**config.mk**
```make
export PLATFORM = sky130hd
export DESIGN_NAME = calc_entry_sequencer
export DESIGN_NICKNAME = d
export VERILOG_FILES = /design/src/rtl/calc_entry_sequencer.sv
export SDC_FILE = /design/constraint.sdc
export NUM_CORES = 1
export LEC_CHECK = 0
export BUFFER_PORTS_ARGS = -buffer_cell sky130_fd_sc_hd__buf_4
export CORE_MARGIN = 2
export CORE_UTILIZATION = 56
export CTS_BUF_LIST = sky130_fd_sc_hd__clkbuf_2 sky130_fd_sc_hd__clkbuf_4 sky130_fd_sc_hd__clkbuf_8
export DETAILED_ROUTE_END_ITERATION = 12
export GPL_ROUTABILITY_DRIVEN = 0
export MAX_ROUTING_LAYER = met4
export PLACE_DENSITY = 0.95
export RECOVER_POWER = 100
export SYNTH_ARGS = -nofsm -noshare
export SYNTH_HDL_FRONTEND = slang
export SYNTH_SLANG_ARGS = --single-unit
```
**constraint.sdc**
```tcl
create_clock -name clk -period 2.74 [get_ports clk]
set_input_delay 0.137 -clock clk [delete_from_list [all_inputs] [get_ports clk]]
set_output_delay 0.137 -clock clk [all_outputs]
set_load 0.02 [all_outputs]
```
**src/rtl/calc_entry_sequencer.sv**
```systemverilog
// calc_entry_sequencer: collects A, B and opcode from key strobes, drives the ALU,
// captures its result after a settle window and holds it under a valid/ack handshake.
module calc_entry_sequencer #(
    parameter int WIDTH       = 3,
    parameter int EXEC_CYCLES = 1,
    parameter int CNT_W       = 4
) (
    input  logic             clk,
    input  logic             rst_n,
    input  logic [WIDTH-1:0] key_data,
    input  logic             key_strobe,
    input  logic             key_clear,
    output logic [WIDTH-1:0] alu_a,
    output logic [WIDTH-1:0] alu_b,
    output logic [1:0]       alu_op,
    input  logic [WIDTH-1:0] alu_r,
    input  logic             alu_sf,
    input  logic             alu_zf,
    input  logic             alu_dzf,
    output logic [WIDTH-1:0] res,
    output logic             res_sf,
    output logic             res_zf,
    output logic             res_dzf,
    output logic             res_valid,
    input  logic             res_ack,
    output logic             busy,
    output logic [CNT_W-1:0] dz_count
);
    typedef enum logic [2:0] {IDLE, GOT_A, GOT_B, EXEC, DONE} state_t;
    localparam logic [3:0] LAST = 4'(EXEC_CYCLES - 1);
    state_t           state_q, state_d;
    logic [3:0]       cnt_q, cnt_d;
    logic [WIDTH-1:0] a_q, a_d, b_q, b_d, res_q, res_d;
    logic [1:0]       op_q, op_d;
    logic             sf_q, sf_d, zf_q, zf_d, dzf_q, dzf_d, valid_q, valid_d;
    logic [CNT_W-1:0] dz_q, dz_d;

    always_ff @(posedge clk) begin
        if (!rst_n) begin
            state_q <= IDLE;
            cnt_q   <= '0;
            a_q     <= '0;
            b_q     <= '0;
            op_q    <= '0;
            res_q   <= '0;
            sf_q    <= 1'b0;
            zf_q    <= 1'b0;
            dzf_q   <= 1'b0;
            valid_q <= 1'b0;
            dz_q    <= '0;
        end else begin
            state_q <= state_d;
            cnt_q   <= cnt_d;
            a_q     <= a_d;
            b_q     <= b_d;
            op_q    <= op_d;
            res_q   <= res_d;
            sf_q    <= sf_d;
            zf_q    <= zf_d;
            dzf_q   <= dzf_d;
            valid_q <= valid_d;
            dz_q    <= dz_d;
        end
    end

    always_comb begin
        state_d = state_q;
        cnt_d   = cnt_q;
        a_d     = a_q;
        b_d     = b_q;
        op_d    = op_q;
        res_d   = res_q;
        sf_d    = sf_q;
        zf_d    = zf_q;
        dzf_d   = dzf_q;
        valid_d = valid_q;
        dz_d    = dz_q;
        // An abort cannot interrupt a running execution; it only cancels entry or a held result
        if (key_clear && state_q != EXEC) begin
            state_d = IDLE;
            a_d     = '0;
            b_d     = '0;
            op_d    = '0;
            valid_d = 1'b0;
        end else begin
            case (state_q)
                IDLE:  if (key_strobe) begin a_d = key_data; state_d = GOT_A; end
                GOT_A: if (key_strobe) begin b_d = key_data; state_d = GOT_B; end
                GOT_B: if (key_strobe) begin op_d = key_data[1:0]; cnt_d = '0; state_d = EXEC; end
                EXEC: begin
                    cnt_d = cnt_q + 4'd1;
                    if (cnt_q == LAST) begin
                        res_d   = alu_r;
                        sf_d    = alu_sf;
                        zf_d    = alu_zf;
                        dzf_d   = alu_dzf;
                        valid_d = 1'b1;
                        dz_d    = (alu_dzf && !(&dz_q)) ? dz_q + CNT_W'(1) : dz_q;
                        state_d = DONE;
                    end
                end
                DONE:  if (res_ack) begin valid_d = 1'b0; state_d = IDLE; end
                default: state_d = IDLE;
            endcase
        end
    end

    assign alu_a     = a_q;
    assign alu_b     = b_q;
    assign alu_op    = op_q;
    assign res       = res_q;
    assign res_sf    = sf_q;
    assign res_zf    = zf_q;
    assign res_dzf   = dzf_q;
    assign res_valid = valid_q;
    assign dz_count  = dz_q;
    assign busy      = (state_q == EXEC) || (state_q == DONE);
endmodule
```
# --- Word level (Yosys, flattened, before mapping) ---
# Cells that the tools add are included.
op_classes:
  n_reduce_logical: 18
  bitwise_logic: 2
  n_addsub: 2
  eq_ne: 10
  muxes: 11
op_table:
  columns: ["op", "n"]
  rows:
  - ["$mux W3", 5]
  - ["$pmux W3 S5", 1]
  - ["$ne A2 B2 Y1 const B", 5]
  - ["$reduce_and A3 Y1", 3]
  - ["$add A4 B1 Y4 const B", 2]
  - ["$pmux W4 S2", 1]
  - ["$reduce_and A4 Y1", 2]
  - ["$eq A3 B2 Y1 const B", 2]
  - ["$reduce_and A2 Y1", 3]
  - ["$reduce_and A5 Y1", 1]
  - ["$logic_not A4 Y1", 1]
  - ["$mux W4", 1]
  - ["$reduce_bool A2 Y1", 2]
  - ["$eq A3 B1 Y1 const B", 1]
  - ["$eq A3 B3 Y1 const B", 1]
  - ["$logic_not A3 Y1", 1]
  - ["$ne A3 B2 Y1 const B", 1]
  - ["$logic_and A1 B1 Y1", 2]
  - ["$mux W1", 2]
  - ["$not A1 Y1", 2]
  - ["$pmux W1 S2", 1]
  - ["$reduce_or A2 Y1", 1]
  - ["$logic_not A1 Y1", 1]
  - ["$logic_or A1 B1 Y1", 1]
word_totals:
  reg_bits: 26
  elab_cells: 54
  output_inout_bits: 20
  inputBits: 14

# --- Longest topological paths before layout ---
logic_depth:
  ltp_word: 4
  mapped_depth: 6
  mapped_depth_nobuf: 6

# --- Least setup slack after synthesis ---
# No wires, ideal clock.
synth_path:
  path_kind: "reg2reg"
  startpoint: "reg cnt_q[0]"
  endpoint: "reg dz_q[2], in the netlist dz_count[2]"
  setup_slack_ns: 1.177
  period_less_slack_ns: 1.563
  required_ns: 2.669
  path_buffers: 0
  t_arrival_ns: 1.492
  path_stages_with_launch: 7
  path_cell_list: "dfxtp_1 -> inv_1 -> ha_1 -> nor3b_4 -> nand4_4 -> or3_1 -> a21oi_1"
synth_via:
  elab_chain_len: 2
synth_lines:
  columns: ["element", "line_no", "rtl"]
  rows:
  - ["start: declaration", "32", "logic [3:0] cnt_q, cnt_d;"]
  - ["start signal: assignment", "53", "cnt_q <= cnt_d;"]
  - ["$logic_not A4 Y1", "92", "if (cnt_q == LAST) begin"]
  - ["$reduce_and A4 Y1 (no source line)", null, null]
  - ["end signal: assignment", "62", "dz_q <= dz_d;"]
  - ["end: declaration", "36", "logic [CNT_W-1:0] dz_q, dz_d;"]
# No other way between the ends.
# A chain may end at the register's enable or synchronous reset.

# --- Worst setup path after layout ---
# Same ends and word-level chain as after synthesis.

==> qor.csv <==
stage,metric,value,unit
yosys,synth.net_count,152,
global_route,antenna_found_initial,0,
yosys,syn_inst,135,
cts,htree_num_levels,1,
cells_and_area,drive_gt1_frac,0.114,
cts,clk_path_buf_depth,2,
setup_path,cp-end-kind,flip-flop,
place,numPortBuffers,33,
yosys,synth_edf_count,0,
cells_and_area,fill_cells,178,
sta,worstMarginPinSlew,478,ps
cts,cts_hold_buf,0,
yosys,yosysTopAreaCell,dfxtp_1,
place,dpl-instance-area,1410,sq um
yosys,synth.area.top_cells,"dfxtp_1 45%, mux2i_1 7.8%, a21oi_1 5.6%",
sta,rsz0062_at_grt,false,
yosys,synth_top_area_frac,0.448,
detailed_routing,routedWlPerCell,13.4,microns
cells_and_area,fin_util,0.693,
detailed_routing,first_pass_iters,4,
yosys,yosysSeqAreaShare,0.448,
place,dp.final_hpwl,1970,microns
floorplanning,start_util,0.592,
floorplanning,core-area,1960,sq um
run,max_cap_viol_count,0,
floorplanning,ios,34,
cells_and_area,stdcell_area,1360,sq um
global_route,grt_pass1_wl,4410,microns
sta,fmax,0.530,GHz
cts,cts_resized,0,
floorplanning,die_y,49.6,microns
yosys,yosys_warnings,0,
yosys,synth.distinct_cells,29,
yosys,ys_ff_latch,26,
setup_path,reg2regPathDepth,6,
setup_path,path_max_fanout,10,
global_route,grt.overflow.total,0,
power_and_ir_drop,ir_worst_vdd,0.366,mV
detailed_routing,drc,0,
cts,cts_setup_buffers,0,
cts,cts_tree,done,
setup_path,cp-start-kind,flip-flop,
global_route,grt_max_degree,15,
yosys,avgSynthCellArea,8.61,sq um
cts,cts_buffers,3,
sta,skew,4.05,ps
power_and_ir_drop,p_per_area,460,nW/um^2
yosys,yosys-top-cells-count,"26 x dfxtp_1, 16 x nor2_1, 13 x a21oi_1, 13 x nand2_1, 11 x nand3_1",
worst_hold_path,min_from,key_data[2],
sta,final.period_utilization,0.688,
sta,fin_setup_tns,0,ps
detailed_routing,vias,1084,
cells_and_area,layout.nets,184,
setup_path,ff2ff_setup_slack,850,ps
run_status,status,"complete, no violations",
cells_and_area,diodes,0,
detailed_routing,vias_per_cell,5.62,
floorplanning,die-area,2460,sq um
yosys,synth_area,1160,sq um
yosys,yosys.cell_count.top_type,dfxtp_1,
cells_and_area,fin_cells,193,
setup_path,r2r_end,dz_count[2],
sta,relSlewSlack,0.678,
place,dpl.cell_count,189,
yosys,synthArstFlopShare,0,
setup_path,worst-setup-path-type,flip-flop to flip-flop,
floorplanning,die_w,49.6,microns
cts,cts_root_buf,clkbuf_4,
detailed_routing,wl,2590,microns
cells_and_area,area_growth,17.0,%
setup_path,cp_data_arrival_time,2160,ps
worst_hold_path,hold_depth,3,
worst_hold_path,hp-class,primary input to flip-flop,
global_route,grt_pass1_vias,1093,
detailed_routing,drt_iter0_markers,40,
yosys,synth_ff_type,dfxtp_1,
setup_path,critPathRequiredTime,3010,ps
detailed_routing,antenna_left,0,
setup_path,rr_startpoint,cnt_q[0],
global_route,grtUsageTotal,0.231,
sta,min_period,1890,ps
sta,slew_viol_final,0,
cts,cts.sinks,26,
cts,path_clk_slew,140,ps
power_and_ir_drop,power,0.626,mW
sta,hold_viol_final,0,
power_and_ir_drop,leakage,0.504,nW
sta,finalSetupViolations,0,
worst_hold_path,hold_end,alu_a[2],
floorplanning,fp-row-count,16,
cts,clkLatencyLatePin,330,ps
-- placed cells by master, fill, tap and decap left out, types with 2 or more instances in the layout --
cell type	instances
dfxtp_1	26
buf_4	13
nand2_1	13
o21ai_0	6
nor3_1	3
mux2i_1	9
nand2b_1	3
ha_1	3
nor2_1	16
nand3b_1	2
clkbuf_4	3
nor2b_1	3
a21oi_1	13
nand3_1	11
a22oi_1	2
inv_1	7
clkbuf_1	20
-- sequential cells by signal (all words and copies together), names as in the netlist --
name,count
res_dzf,1
cnt_q,4
res,3
alu_a,3
dz_count,4
res_zf,1
res_sf,1
res_valid,1
alu_op,2
alu_b,3
state_q,3
-- logic make-up (layout without fill, tap and decap cells) --
group           count (synthesis)  count (layout)  share of synthesized area
simple gates                   57              57                      0.261
compound gates                 26              26                      0.126
flops                          26              26                      0.448
buf+inv                        13              44                     0.0484
mux                             9               9                     0.0775
fa+ha+maj                       3               3                     0.0323
xor+xnor                        1               1                    0.00754
-- worst max-delay path by stage --
stage	from	end	slack, ps	cells past startpoint
floorplan	cnt_q[0]	dz_count[2]	1180	6
global placement	cnt_q[0]	dz_count[2]	1110	6
detailed placement	cnt_q[0]	dz_count[2]	1020	6
CTS	cnt_q[0]	dz_count[2]	990	6
global route	cnt_q[0]	dz_count[2]	640	6
finish	cnt_q[0]	dz_count[2]	850	6
-- where the power goes --
part           internal (mW)  leakage, nW  switching, mW
clock network         0.0815       0.0210          0.113
logic                 0.0213        0.273         0.0256
registers              0.381        0.210        0.00337
-- stage by stage --
stage               hold WS [ps]  worst slack [ps]
detailed placement           392              1020
global route                64.3               638
finish                      41.6               855
CTS                         49.5               987
floorplan                    275              1180
global placement             387              1110
-- layout make-up --
cell class | instances | area [sq um] | share of cell area
multi-input combinational | 96 | 571 | 0.420
tap | 27 | 33.8 | 0.0248
clock buffer | 4 | 36.3 | 0.0267
timing repair buffer | 33 | 173 | 0.127
inverter | 7 | 26.3 | 0.0193
sequential | 26 | 520 | 0.383
-- critical path: stages (launching register included) --
cell	delay, ps
dfxtp_1	350
inv_1	100
ha_1	160
nor3b_4	370
nand4_1	330
or3_1	390
a21oi_1	130
-- metal layers --
metal / part of all wire / vias to the layer above / global-route usage / routed length, microns
met5: 0 / - / - / 0
met4: 0.020 / 0 / 0.0556 / 53
met3: 0.056 / 11 / 0.0303 / 146
met2: 0.55 / 45 / 0.447 / 1420
met1: 0.37 / 508 / 0.244 / 965
li1: - / 520 / - / -
(Power assumes the default switching activity.)
